==> src/rtl/freq_meter_pkg.sv <==
// rtl/freq_meter_pkg.sv - shared types and default widths for the frequency-meter stages
//
// Purpose : FSM state enum and default parameter values for freq_duty_calc.
// Ports   : none (package).
package freq_meter_pkg;

  localparam longint unsigned FM_CLK_HZ = 64'd50_000_000;
  localparam int              FM_W      = 32;
  localparam int              FM_DSCALE = 1000;
  localparam int              FM_DW     = $clog2(FM_DSCALE + 1);
  localparam int              FM_NW     = FM_W + FM_DW;

  typedef enum logic [1:0] {
    IDLE = 2'd0,
    DIVF = 2'd1,
    DIVD = 2'd2,
    FIN  = 2'd3
  } calc_state_e;

endpackage

==> src/rtl/freq_duty_calc_if.sv <==
// rtl/freq_duty_calc_if.sv - request/result bundle of the frequency/duty converter
//
// Purpose : groups the request strobe, operands and results.
// Signals : start, period, p_time (master -> slave)
//           busy, done, freq, duty, err (slave -> master)
interface freq_duty_calc_if
  import freq_meter_pkg::*;
#(
  parameter int W  = FM_W,
  parameter int DW = FM_DW
);

  logic          start;
  logic [W-1:0]  period;
  logic [W-1:0]  p_time;
  logic          busy;
  logic          done;
  logic [W-1:0]  freq;
  logic [DW-1:0] duty;
  logic          err;

  modport master (output start, period, p_time, input busy, done, freq, duty, err);
  modport slave  (input start, period, p_time, output busy, done, freq, duty, err);

endinterface

==> src/rtl/seq_divider.sv <==
// rtl/seq_divider.sv - restoring shift-subtract divider, one quotient bit per cycle
//
// Purpose : quot = floor(num / den); remainder is discarded.
// Ports   : clk, rst (async, active-high)
//           load  - capture num/den and start
//           num   - NW-bit dividend, den - DENW-bit divisor
//           busy  - iterating
//           done  - 1-cycle pulse NW cycles after load; quot valid from then
//           quot  - NW-bit quotient
module seq_divider #(
  parameter int NW   = 42,
  parameter int DENW = 32
) (
  input  logic            clk,
  input  logic            rst,
  input  logic            load,
  input  logic [NW-1:0]   num,
  input  logic [DENW-1:0] den,
  output logic            busy,
  output logic            done,
  output logic [NW-1:0]   quot
);

  localparam int CW = $clog2(NW + 1);

  logic [NW-1:0]   quot_q, quot_d;
  logic [DENW-1:0] rem_q, rem_d;
  logic [DENW-1:0] den_q, den_d;
  logic [CW-1:0]   cnt_q, cnt_d;
  logic            busy_q, busy_d;
  logic            done_q, done_d;
  logic [DENW:0]   rem_sh;
  logic [DENW:0]   diff;

  // The quotient register doubles as the dividend shift register: its MSB
  // feeds the partial remainder while quotient bits enter at the LSB.
  always_comb begin
    quot_d = quot_q;
    rem_d  = rem_q;
    den_d  = den_q;
    cnt_d  = cnt_q;
    busy_d = busy_q;
    done_d = 1'b0;
    rem_sh = {rem_q, quot_q[NW-1]};
    diff   = rem_sh - {1'b0, den_q};
    if (load) begin
      quot_d = num;
      rem_d  = '0;
      den_d  = den;
      cnt_d  = CW'(NW);
      busy_d = 1'b1;
    end else if (busy_q) begin
      // Borrow out of the top bit means the trial subtract went negative.
      if (!diff[DENW]) begin
        rem_d  = diff[DENW-1:0];
        quot_d = {quot_q[NW-2:0], 1'b1};
      end else begin
        rem_d  = rem_sh[DENW-1:0];
        quot_d = {quot_q[NW-2:0], 1'b0};
      end
      cnt_d = cnt_q - 1'b1;
      if (cnt_q == CW'(1)) begin
        busy_d = 1'b0;
        done_d = 1'b1;
      end
    end
  end

  always_ff @(posedge clk or posedge rst) begin
    if (rst) begin
      quot_q <= '0;
      rem_q  <= '0;
      den_q  <= '0;
      cnt_q  <= '0;
      busy_q <= 1'b0;
      done_q <= 1'b0;
    end else begin
      quot_q <= quot_d;
      rem_q  <= rem_d;
      den_q  <= den_d;
      cnt_q  <= cnt_d;
      busy_q <= busy_d;
      done_q <= done_d;
    end
  end

  assign busy = busy_q;
  assign done = done_q;
  assign quot = quot_q;

endmodule

==> src/rtl/freq_duty_calc.sv <==
// rtl/freq_duty_calc.sv - period/high-time counts to frequency (Hz) and duty (per-mille)
//
// Purpose : freq = floor(CLK_HZ/period), duty = floor(min(p_time,period)*DSCALE/period)
//           using one shared sequential divider run twice per request.
// Ports   : clk, rst (async, active-high)
//           bus (slave) - start/period/p_time in; busy/done/freq/duty/err out
module freq_duty_calc
  import freq_meter_pkg::*;
#(
  parameter longint unsigned CLK_HZ = FM_CLK_HZ,
  parameter int              W      = FM_W,
  parameter int              DSCALE = FM_DSCALE
) (
  input  logic             clk,
  input  logic             rst,
  freq_duty_calc_if.slave  bus
);

  localparam int DW = $clog2(DSCALE + 1);
  localparam int NW = W + DW;

  if ((CLK_HZ >> W) != 0) begin : g_clk_hz_check
    $error("CLK_HZ does not fit in W bits");
  end

  calc_state_e   state_q, state_d;
  logic [W-1:0]  period_q, period_d;
  logic [W-1:0]  ptime_q, ptime_d;
  logic [W-1:0]  freq_r_q, freq_r_d;
  logic [DW-1:0] duty_r_q, duty_r_d;
  logic [W-1:0]  freq_q, freq_d;
  logic [DW-1:0] duty_q, duty_d;
  logic          err_q, err_d;
  logic          busy_q, busy_d;
  logic          done_q, done_d;

  logic          div_load;
  logic [NW-1:0] div_num;
  logic [W-1:0]  div_den;
  logic          div_busy;
  logic          div_done;
  logic [NW-1:0] div_quot;
  logic [W-1:0]  clamp;
  logic [NW-1:0] duty_num;
  logic          quot_unused;

  // High time can never exceed the period, so clamp before scaling; the
  // NW-bit product cannot overflow for any W-bit operand.
  assign clamp    = (ptime_q > period_q) ? period_q : ptime_q;
  assign duty_num = NW'(clamp) * NW'(DSCALE);

  always_comb begin
    state_d  = state_q;
    period_d = period_q;
    ptime_d  = ptime_q;
    freq_r_d = freq_r_q;
    duty_r_d = duty_r_q;
    freq_d   = freq_q;
    duty_d   = duty_q;
    err_d    = err_q;
    busy_d   = busy_q;
    done_d   = 1'b0;
    div_load = 1'b0;
    div_num  = '0;
    div_den  = period_q;
    unique case (state_q)
      IDLE: begin
        if (bus.start) begin
          period_d = bus.period;
          ptime_d  = bus.p_time;
          busy_d   = 1'b1;
          state_d  = DIVF;
          // The first divide starts straight from the live inputs so no
          // cycle is spent waiting for the capture registers.
          if (bus.period != '0) begin
            div_load = 1'b1;
            div_num  = NW'(CLK_HZ);
            div_den  = bus.period;
          end
        end
      end
      DIVF: begin
        // A zero period never started the divider; leave for FIN at once.
        if (period_q == '0) begin
          state_d = FIN;
        end else if (div_done) begin
          freq_r_d = div_quot[W-1:0];
          div_load = 1'b1;
          div_num  = duty_num;
          div_den  = period_q;
          state_d  = DIVD;
        end
      end
      DIVD: begin
        if (div_done) begin
          duty_r_d = div_quot[DW-1:0];
          state_d  = FIN;
        end
      end
      FIN: begin
        if (period_q == '0) begin
          freq_d = '0;
          duty_d = '0;
          err_d  = 1'b1;
        end else begin
          freq_d = freq_r_q;
          duty_d = duty_r_q;
          err_d  = 1'b0;
        end
        done_d  = 1'b1;
        busy_d  = 1'b0;
        state_d = IDLE;
      end
      default: state_d = IDLE;
    endcase
  end

  always_ff @(posedge clk or posedge rst) begin
    if (rst) begin
      state_q  <= IDLE;
      period_q <= '0;
      ptime_q  <= '0;
      freq_r_q <= '0;
      duty_r_q <= '0;
      freq_q   <= '0;
      duty_q   <= '0;
      err_q    <= 1'b0;
      busy_q   <= 1'b0;
      done_q   <= 1'b0;
    end else begin
      state_q  <= state_d;
      period_q <= period_d;
      ptime_q  <= ptime_d;
      freq_r_q <= freq_r_d;
      duty_r_q <= duty_r_d;
      freq_q   <= freq_d;
      duty_q   <= duty_d;
      err_q    <= err_d;
      busy_q   <= busy_d;
      done_q   <= done_d;
    end
  end

  seq_divider #(
    .NW   (NW),
    .DENW (W)
  ) u_div (
    .clk  (clk),
    .rst  (rst),
    .load (div_load),
    .num  (div_num),
    .den  (div_den),
    .busy (div_busy),
    .done (div_done),
    .quot (div_quot)
  );

  // Quotients never exceed W bits here; the upper bits are always zero.
  assign quot_unused = ^{div_quot[NW-1:W], div_busy};

  assign bus.busy = busy_q;
  assign bus.done = done_q;
  assign bus.freq = freq_q;
  assign bus.duty = duty_q;
  assign bus.err  = err_q;

endmodule

==> src/flat_wrapper.sv <==
// flat-port wrapper written by rule: the top's interface ports become plain ports
module freq_duty_calc_flat import freq_meter_pkg::*;
#(
  parameter longint unsigned CLK_HZ = FM_CLK_HZ,
  parameter int              W      = FM_W,
  parameter int              DSCALE = FM_DSCALE
)
  (clk, rst, bus_start, bus_period, bus_p_time, bus_busy, bus_done, bus_freq, bus_duty, bus_err);
  freq_duty_calc_if #(.W(W)) bus_i ();
  input  logic clk;
  input  logic rst;
  input wire logic [$bits(bus_i.start)-1:0] bus_start;
  input wire logic [$bits(bus_i.period)-1:0] bus_period;
  input wire logic [$bits(bus_i.p_time)-1:0] bus_p_time;
  output wire logic [$bits(bus_i.busy)-1:0] bus_busy;
  output wire logic [$bits(bus_i.done)-1:0] bus_done;
  output wire logic [$bits(bus_i.freq)-1:0] bus_freq;
  output wire logic [$bits(bus_i.duty)-1:0] bus_duty;
  output wire logic [$bits(bus_i.err)-1:0] bus_err;
  assign bus_i.start = bus_start;
  assign bus_i.period = bus_period;
  assign bus_i.p_time = bus_p_time;
  assign bus_busy = bus_i.busy;
  assign bus_done = bus_i.done;
  assign bus_freq = bus_i.freq;
  assign bus_duty = bus_i.duty;
  assign bus_err = bus_i.err;
  freq_duty_calc #(.CLK_HZ(CLK_HZ), .W(W), .DSCALE(DSCALE)) u_core (.clk(clk), .rst(rst), .bus(bus_i));
endmodule
==> config.mk <==
export PLATFORM = sky130hd
export DESIGN_NAME = freq_duty_calc_flat
export DESIGN_NICKNAME = d
export VERILOG_FILES = /design/src/rtl/freq_meter_pkg.sv /design/src/rtl/freq_duty_calc_if.sv /design/src/rtl/seq_divider.sv /design/src/rtl/freq_duty_calc.sv /design/src/flat_wrapper.sv
export SDC_FILE = /design/constraint.sdc
export NUM_CORES = 1
export LEC_CHECK = 0
export ABC_AREA = 1
export ABC_CLOCK_PERIOD_IN_PS = 23400
export CORE_AREA = 2 2 179 181
export CTS_CLUSTER_DIAMETER = 200
export DETAILED_ROUTE_END_ITERATION = 12
export DIE_AREA = 0 0 181 183
export GPL_ROUTABILITY_DRIVEN = 1
export HOLD_SLACK_MARGIN = 0.05
export PLACE_DENSITY_LB_ADDON = 0.12
export SLEW_MARGIN = 25
export SYNTH_ARGS = -nofsm -noshare
export SYNTH_HDL_FRONTEND = slang
export SYNTH_SLANG_ARGS = --single-unit
==> constraint.sdc <==
create_clock -name clk -period 23.4 [get_ports clk]
set_clock_uncertainty 0.2 [all_clocks]
set_input_delay 4.68 -clock clk [delete_from_list [all_inputs] [get_ports clk]]
set_output_delay 4.68 -clock clk [all_outputs]
set_load 0.03 [all_outputs]
==> flow_summary.toml, run 1 <==
[routing]
viasPerCell = 5.88
vias = 18400
wl_um = 58300
drt_iter0_markers = 1627
avgRoutedWirePerCell_um = 18.6
drt-pass1-iter-count = 5
ant_nets = 0
drcViolationCount = 0

[min_path]
hp-class = "reg2reg"
min_from = "u_core.bus.freq[30]"
hold_depth = 2
min_to = "u_core.bus.freq[30]"

[setup_path]
r2r-end = "u_core.u_div.quot[41]"
r2r_slack_ps = 15370
critPathKind = "in2reg"
cp_max_fo = 63
critical_path_arrival_ps = 8780
rr_worst_depth = 25
end_kind = "register"
worstPathRequired_ps = 23730
timing.rr.start = "u_core.ptime_q[21]"
crit_path_start_kind = "input pin"

[cells_and_area]
seq_area_mm2 = 0.00668
syn_to_final_growth_pct = 11.8
multi_input_area_mm2 = 0.0118
num_antenna_cells = 0
instances_no_fill = 3139
drive_gt1_share_pct = 6.17
design_area_mm2 = 0.0226
fill_cells = 2534
nets = 3018

[clock_tree]
ctsHtreeMaxLevel = 1
cts_root_buf = "clkbuf_16"
clockBufferDepth = 3
cts_tree = "yes"
numCtsBuffers = 30
post_cts_buffers = 0
cts_resized = 0
clkTransAtPathRegs_ps = 60
clock-sinks = 267
ctsHoldBuffers = 0
clk_latency_ps = 600

[floorplan]
die-area_mm2 = 0.0331
num_rows = 65
dieWidth_um = 181
die_h_um = 183
design.core.area_mm2 = 0.0312
io_pins = 112
start_util_pct = 64.8

[logic_synthesis]
synth-edff-count = 0
yosysUniqueCellTypes = 47
yosys_warnings = 0
netlist_area_mm2 = 0.0202
netlist_instances = 2639
yosysSeqAreaShare_pct = 33.0
syn_nets = 2943
async_flop_share_pct = 100
avgSynthCellArea_um2 = 7.67
ys_ff_latch = 267
ys.flop_type = "dfrtp_1"

[global_route]
grt.overflow.total = 0
grt_util_met3_pct = 4.81
grt_max_degree = 134
gr-usage-met1_pct = 49.1
busiest_layer = "met2"
first_global_vias = 18300
grt_util_met2_pct = 59.3
grt_pass1_wl_um = 94700
antenna_found_initial = 0
grt_usage_pct = 35.9

[placed_design]
place_inst = 3084
dp_slack_ps = 14470
place.gp.congestion = 0.950
placed_cell_area_mm2 = 0.0215
portBuffers = 111
hpwl_um = 44300

[timing]
relSlewSlack_pct = 29.0
rsz0062_at_grt = "no"
tightest_slew_ps = 1060
fin_ws_ps = 14960
finalMaxSlewViolations = 0
fin_tns_setup_ps = 0
setup_viol = 0
max_freq_ghz = 0.118
post-route-period-util_pct = 36.1
hold_viol_final = 0
fin_crit_ps = 8440

[run]
cap_viol_max_count = 0

[outcome]
outcome = "finished, final reports clean"
## flip-flops by register name, indices dropped and copies added (netlist names), 2 cells and up
name / cells
u_core.bus.freq: 32
u_core.freq_r_q: 32
u_core.state_q: 2
u_core.period_q: 32
u_core.u_div.quot: 42
u_core.u_div.den_q: 32
u_core.ptime_q: 32
u_core.bus.duty: 10
u_core.u_div.rem_q: 32
u_core.u_div.cnt_q: 6
u_core.duty_r_q: 10
## final cells by class
cell class              count  share of cell area [%]
clock buffers              38                    3.67
flip-flops and latches    267                    29.5
repair buffers            119                    5.19
clock inverters            17                    1.03
multi-input cells        1934                    52.3
well taps                 402                    2.22
inverters                 362                    6.05
## worst max-delay path by stage
stage | to | start | slack [ps] | depth (start not counted)
3_5_place_dp | u_core.u_div.rem_q[25] | bus_start | 14470 | 14
5_1_grt | u_core.u_div.rem_q[25] | bus_start | 14540 | 14
6_report | u_core.u_div.rem_q[28] | bus_start | 14960 | 14
2_1_floorplan | u_core.bus.busy | rst | 11170 | 1
3_3_place_gp | u_core.u_div.rem_q[28] | bus_start | 14630 | 14
4_1_cts | u_core.u_div.rem_q[25] | bus_start | 15040 | 14
## logic make-up after synthesis
group           share of synthesized area, %
compound gates                          13.8
xor+xnor                                1.34
fa+ha+maj                               18.3
buf+inv                                 8.57
flops                                   33.0
simple gates                            25.0
## cell usage in the layout (no fill, tap or decap), types with 9 or more instances in the layout
cell type        Yosys  final
o21ai_0            226    226
o211ai_1             9      9
xor2_1              17     17
clkinv_2             0     10
xnor2_1             14     14
nand3_1            136    135
nand2_2             71     73
clkdlybuf4s50_1      0    111
o221ai_1            19     19
o22ai_1              9      9
fa_1                98     98
a21oi_1            123    123
a22o_1              34     34
nand2_1            744    742
inv_1              352    351
nor2_1             151    151
nand4_1             25     25
ha_1               139    139
o21ai_1             15     15
a21boi_1            15     15
a21o_1              10     10
nand2_4             13     13
nor3_1              20     20
clkbuf_16            0     30
dfrtp_1            267    267
## routing by layer
layer	wire length (um)	up-vias
li1	-	8667
met1	24600	8876
met2	27000	770
met3	4410	130
met4	2270	0
met5	0	-
## worst max-delay path: stages
cell	delay, ps
clkdlybuf4s50_1	470
nand2_1	230
clkinv_2	620
nand2_1	470
nand2_2	80
buf_4	330
inv_1	470
nand2_1	420
clkinv_1	110
buf_4	460
nand2_1	200
nand2_1	100
nand2_1	50
nand2_1	50
## synthesized netlist by cell type (all sizes together), types with 7 or more instances
master  instances  area share, %
nand2         828             17
inv           358            6.6
dfrtp         267             33
o21ai         245            6.1
nor2          153            2.9
ha            139            8.6
nand3         136            3.4
a21oi         123            3.0
fa             98            9.7
clkbuf         42           0.80
a22o           34            1.5
buf            34            1.1
nand4          26           0.88
nor3           20           0.49
o221ai         19           0.82
xor2           17           0.74
a21boi         15           0.56
xnor2          14           0.61
a21o           10           0.37
o211ai          9           0.33
o22ai           9           0.28
nand3b          7           0.26
## stage by stage
step	hold WS [ps]	util [%]
floorplan	250	-
global placement	266	69.0
detailed placement	271	69.0
CTS	285	72.4
global route	298	72.4
finish	283	72.4
Power of run 1 is not shown: default switching activity piles up to over one toggle a cycle in this logic, so the estimate is an artifact.
==> run 2, diff against run 1 <==
- ABC_CLOCK_PERIOD_IN_PS: 23400 -> 7720
- CORE_AREA: 2 2 179 181 -> 2 2 194 196
- DIE_AREA: 0 0 181 183 -> 0 0 196 198
- clock period: 23.4 -> 7.72 ns (I/O delays scaled with it)
==> run 2 against run 1 <==
Critical path depth grew 11. Flip-flop and latch count is the same. Sequential share of layout area shrank 0.24 points. Utilization shrank 11 points. Non-clock buffer count grew 15. Die area grew 17%. Cell area grew 0.81%. Largest cell class unchanged.
==> flow_summary.toml, run 2 (synthesized netlist as in run 1, its figures left out) <==
[timing]
fin_tns_setup_ps = 0
setup_viol = 0
fin_crit_ps = 7020
hold_viol_final = 0
relSlewSlack_pct = 37.7
tightest_slew_ps = 935
rsz0062_at_grt = "no"
max_freq_ghz = 0.142
finalMaxSlewViolations = 0
post-route-period-util_pct = 91.0

[placed_design]
placed_cell_area_mm2 = 0.0218
place.gp.congestion = 1.03
hpwl_um = 45500
portBuffers = 111

[cells_and_area]
mostFrequentLayoutCell = "nand2_1"
seq_area_mm2 = 0.00668
most-common-layout-cells = "742 x nand2_1, 351 x inv_1, 267 x dfrtp_1"
fill_cells = 3406
nets = 3034
drive_gt1_share_pct = 6.57
num_antenna_cells = 0
multi_input_area_mm2 = 0.0118
fin_util_pct = 61.7
largest_register_ffs = 42
design_area_mm2 = 0.0228
syn_to_final_growth_pct = 12.7

[clock_tree]
cts_resized = 0
ctsHtreeMaxLevel = 1
clockBufferDepth = 3
ctsHoldBuffers = 0
clkTransAtPathRegs_ps = 60
clk_latency_ps = 580
post_cts_buffers = 0
cts_tree = "yes"
clock-sinks = 267
numCtsBuffers = 31
cts_root_buf = "clkbuf_16"

[global_route]
antenna_found_initial = 1
grt_pass1_wl_um = 94100
grt_usage_pct = 30.8
grt_max_degree = 143
first_global_vias = 17500
grt.overflow.total = 0

[routing]
wl_um = 58400
drcViolationCount = 0
viasPerCell = 5.57
ant_nets = 0
drt_iter0_markers = 1489
avgRoutedWirePerCell_um = 18.1
vias = 18000
drt-pass1-iter-count = 8

[floorplan]
die_h_um = 198
dieWidth_um = 196
design.core.area_mm2 = 0.0370
num_rows = 71
start_util_pct = 54.7
io_pins = 112
die-area_mm2 = 0.0388

[min_path]
hold_depth = 2
min_from = "u_core.bus.freq[28]"
min_to = "u_core.bus.freq[28]"
hp-class = "reg2reg"

[run]
cap_viol_max_count = 0

[setup_path]
end_kind = "register"
timing.rr.start = "u_core.period_q[23]"
critical_path_arrival_ps = 7230
crit_path_start_kind = "register"
critPathKind = "reg2reg"
crit_slowest_cell = "fa_1"
r2r-end = "u_core.u_div.quot[23]"
cp_max_fo = 47
critPathMaxStageDelay_ps = 520
rr_worst_depth = 25
r2r_slack_ps = 700
worstPathRequired_ps = 7930

[outcome]
outcome = "finished, final reports clean"
run 2: cell types whose count changed in the layout (fill, tap and decap cells not counted), sizes merged:
cell,previous run,this run
clkinv,14,10
buf,8,23
inv,361,359
bufinv,4,2
clkbuf,38,45
clkinvlp,0,2
run 2: worst max path at each step:
| stage | startpoint | end | cells past startpoint |
|---|---|---|---|
| after CTS | u_core.period_q[23] | u_core.u_div.quot[23] | 25 |
| final | u_core.period_q[23] | u_core.u_div.quot[23] | 25 |
| after global placement | u_core.period_q[23] | u_core.u_div.quot[23] | 25 |
| after global routing | u_core.period_q[23] | u_core.u_div.quot[23] | 27 |
| after detailed placement | u_core.period_q[23] | u_core.u_div.quot[23] | 25 |
| after floorplan | u_core.period_q[22] | u_core.u_div.quot[36] | 31 |
run 2: per-layer routing:
layer | track usage (%) | up-vias | routed length, um
li1 | - | 8704 | -
met2 | 48.6 | 583 | 25900
met5 | 0 | - | 0
met1 | 44.1 | 8595 | 26700
met3 | 4.55 | 99 | 4130
met4 | 9.18 | 0 | 1740
run 2: stage by stage:
step / instances / setup WS (ps) / hold WS (ps)
detailed placement: 3171 / 918 / 273
global placement: 3171 / 887 / 266
floorplan: 2639 / 1750 / 250
finish: 3227 / 698 / 284
global route: 3227 / 285 / 297
CTS: 3227 / 826 / 288
run 2: worst max-delay path, delay by kind of cell, from the launching register on:
family | cells | cell delay [ps]
fa+ha+maj | 6 | 2500
simple gates | 9 | 1670
compound gates | 6 | 1510
flops | 1 | 400
buf+inv | 3 | 350
xor+xnor | 1 | 220
run 2: layout make-up:
class	count	area share (%)
multi-input cells	1934	51.9
well taps	474	2.60
clock inverters	11	0.521
flip-flops and latches	267	29.3
clock buffers	45	3.98
repair buffers	134	5.74
inverters	362	5.98
Power of run 2 is left out for the same reason.
==> run 3, diff against run 2 <==
- CORE_AREA: 2 2 194 196 -> 5 5 197 199
- DIE_AREA: 0 0 196 198 -> 0 0 202 204
==> run 3 against run 2 <==
Maximum frequency is 1.9% lower. Die area is 6.2% higher. Cell area is 1.0% higher. Largest cell class unchanged. Highest routed layer unchanged. Sequential share of layout area is 0.30 points lower. Non-clock buffer count is 5 higher. Flip-flop and latch count stayed put. Utilization is 0.48 points higher. Worst setup slack worse by 140 ps. Worst hold slack better by 0.88 ps. Wire length is 5.8% higher. Critical path depth is 1 lower. Count of clock-buffer cells in the layout is 1 lower.
==> flow_summary.toml, run 3 (synthesized netlist as in run 1, its figures left out) <==
[outcome]
outcome = "finished, final reports clean"

[min_path]
hold_depth = 2
hp-class = "reg2reg"
min_from = "u_core.freq_r_q[9]"
min_to = "u_core.freq_r_q[9]"

[routing]
ant_nets = 0
viasPerCell = 5.62
avgRoutedWirePerCell_um = 19.1
drcViolationCount = 0
wl_um = 61800
vias = 18200
drt_iter0_markers = 1437
drt-pass1-iter-count = 6

[setup_path]
crit_path_start_kind = "register"
crit_slowest_cell = "o21ai_0"
r2r_slack_ps = 560
crit_chain = "inv_1 -> ha_1 -> nand2_1 -> nor2_2 -> nand3b_1 -> nor3b_2 -> nand2_1 -> nand2_4 -> nand2_4 -> o21ai_0 -> ha_1 -> xor2_1 -> fa_1 -> fa_1 -> fa_1 -> inv_1 -> ha_1 -> a21oi_1 -> o21ai_0 -> a21oi_1 -> o21ai_0 -> nor2_1 -> nor3b_1 -> o22ai_1"
critPathKind = "reg2reg"
worstPathRequired_ps = 7940
r2r-end = "u_core.u_div.quot[23]"
end_kind = "register"
rr_worst_depth = 24
critPathMaxStageDelay_ps = 560
timing.rr.start = "u_core.period_q[23]"
cp_max_fo = 47
critical_path_arrival_ps = 7370

[floorplan]
die-area_mm2 = 0.0412
dieWidth_um = 202
die_h_um = 204
start_util_pct = 54.6
io_pins = 112
design.core.area_mm2 = 0.0370
num_rows = 71

[placed_design]
placed_cell_area_mm2 = 0.0218
hpwl_um = 48000
portBuffers = 111
place.gp.congestion = 1.01

[clock_tree]
clkTransAtPathRegs_ps = 60
clk_latency_ps = 560
cts_root_buf = "clkbuf_16"
clockBufferDepth = 3
numCtsBuffers = 34
ctsHoldBuffers = 0
cts_resized = 0
clock-sinks = 267
ctsHtreeMaxLevel = 2
cts_tree = "yes"
post_cts_buffers = 0

[timing]
max_freq_ghz = 0.140
post-route-period-util_pct = 92.7
fin_crit_ps = 7160
tightest_slew_ps = 994
rsz0062_at_grt = "no"
hold_viol_final = 0
fin_tns_setup_ps = 0
setup_viol = 0
finalMaxSlewViolations = 0
relSlewSlack_pct = 33.7

[cells_and_area]
fill_cells = 3354
num_antenna_cells = 0
most-common-layout-cells = "743 x nand2_1, 351 x inv_1, 267 x dfrtp_1"
mostFrequentLayoutCell = "nand2_1"
nets = 3042
fin_util_pct = 62.2
drive_gt1_share_pct = 6.95
design_area_mm2 = 0.0230
largest_register_ffs = 42
syn_to_final_growth_pct = 13.9

[global_route]
antenna_found_initial = 0
grt.overflow.total = 0
grt_usage_pct = 30.3
grt_max_degree = 154
first_global_vias = 17900
grt_pass1_wl_um = 98900

[run]
cap_viol_max_count = 0
==> run 3: cell types whose count changed in the layout (fill, tap and decap cells not counted), sizes merged <==
| cell | change |
|---|---|
| clkbuf | -1 |
| clkinvlp | +2 |
| buf | +5 |
| clkinv | +3 |
| bufinv | +3 |
| inv | -2 |
==> run 3: routing by layer <==
metal  track usage, %  routed length [um]
met1             42.1               27400
met2             47.6               27400
met3             5.40                4490
met4             11.8                2550
met5                0                   0
==> run 3: worst max-delay path, delay by kind of cell (launching register included) <==
family | cells | cell delay (ps)
flip-flops | 1 | 360
AO/OA/AOI/OAI | 6 | 1630
AND/OR/NAND/NOR | 9 | 1970
adder cells (fa/ha/maj) | 6 | 2500
XOR/XNOR | 1 | 240
buffers and inverters | 2 | 130
==> run 3: worst max-delay path by stage <==
stage                              startpoint                    end  slack (ps)  cells after the start
after CTS                 u_core.period_q[23]  u_core.u_div.quot[41]         690                     27
after global routing      u_core.period_q[23]  u_core.u_div.quot[23]          70                     24
after global placement    u_core.period_q[21]  u_core.u_div.quot[41]         740                     28
after floorplan           u_core.period_q[22]  u_core.u_div.quot[36]        1750                     31
after detailed placement  u_core.period_q[23]  u_core.u_div.quot[41]         730                     27
final                     u_core.period_q[23]  u_core.u_div.quot[23]         560                     24
==> run 3: layout make-up <==
class,count,area [um2],area share [%]
sequential,267,6680,29.0
clock inverter,17,269,1.17
clock buffer,44,948,4.12
timing repair buffer,139,1350,5.88
inverter,362,1370,5.93
multi-input combinational,1934,11800,51.3
tap,474,593,2.57
==> run 3: stage by stage <==
| step | instances | hold slack, ps | setup slack (ps) |
|---|---|---|---|
| global placement | 3175 | 268 | 743 |
| floorplan | 2639 | 250 | 1750 |
| detailed placement | 3175 | 274 | 727 |
| global route | 3237 | 302 | 68.0 |
| CTS | 3236 | 285 | 692 |
| finish | 3237 | 285 | 562 |
Power of run 3 is left out for the same reason.
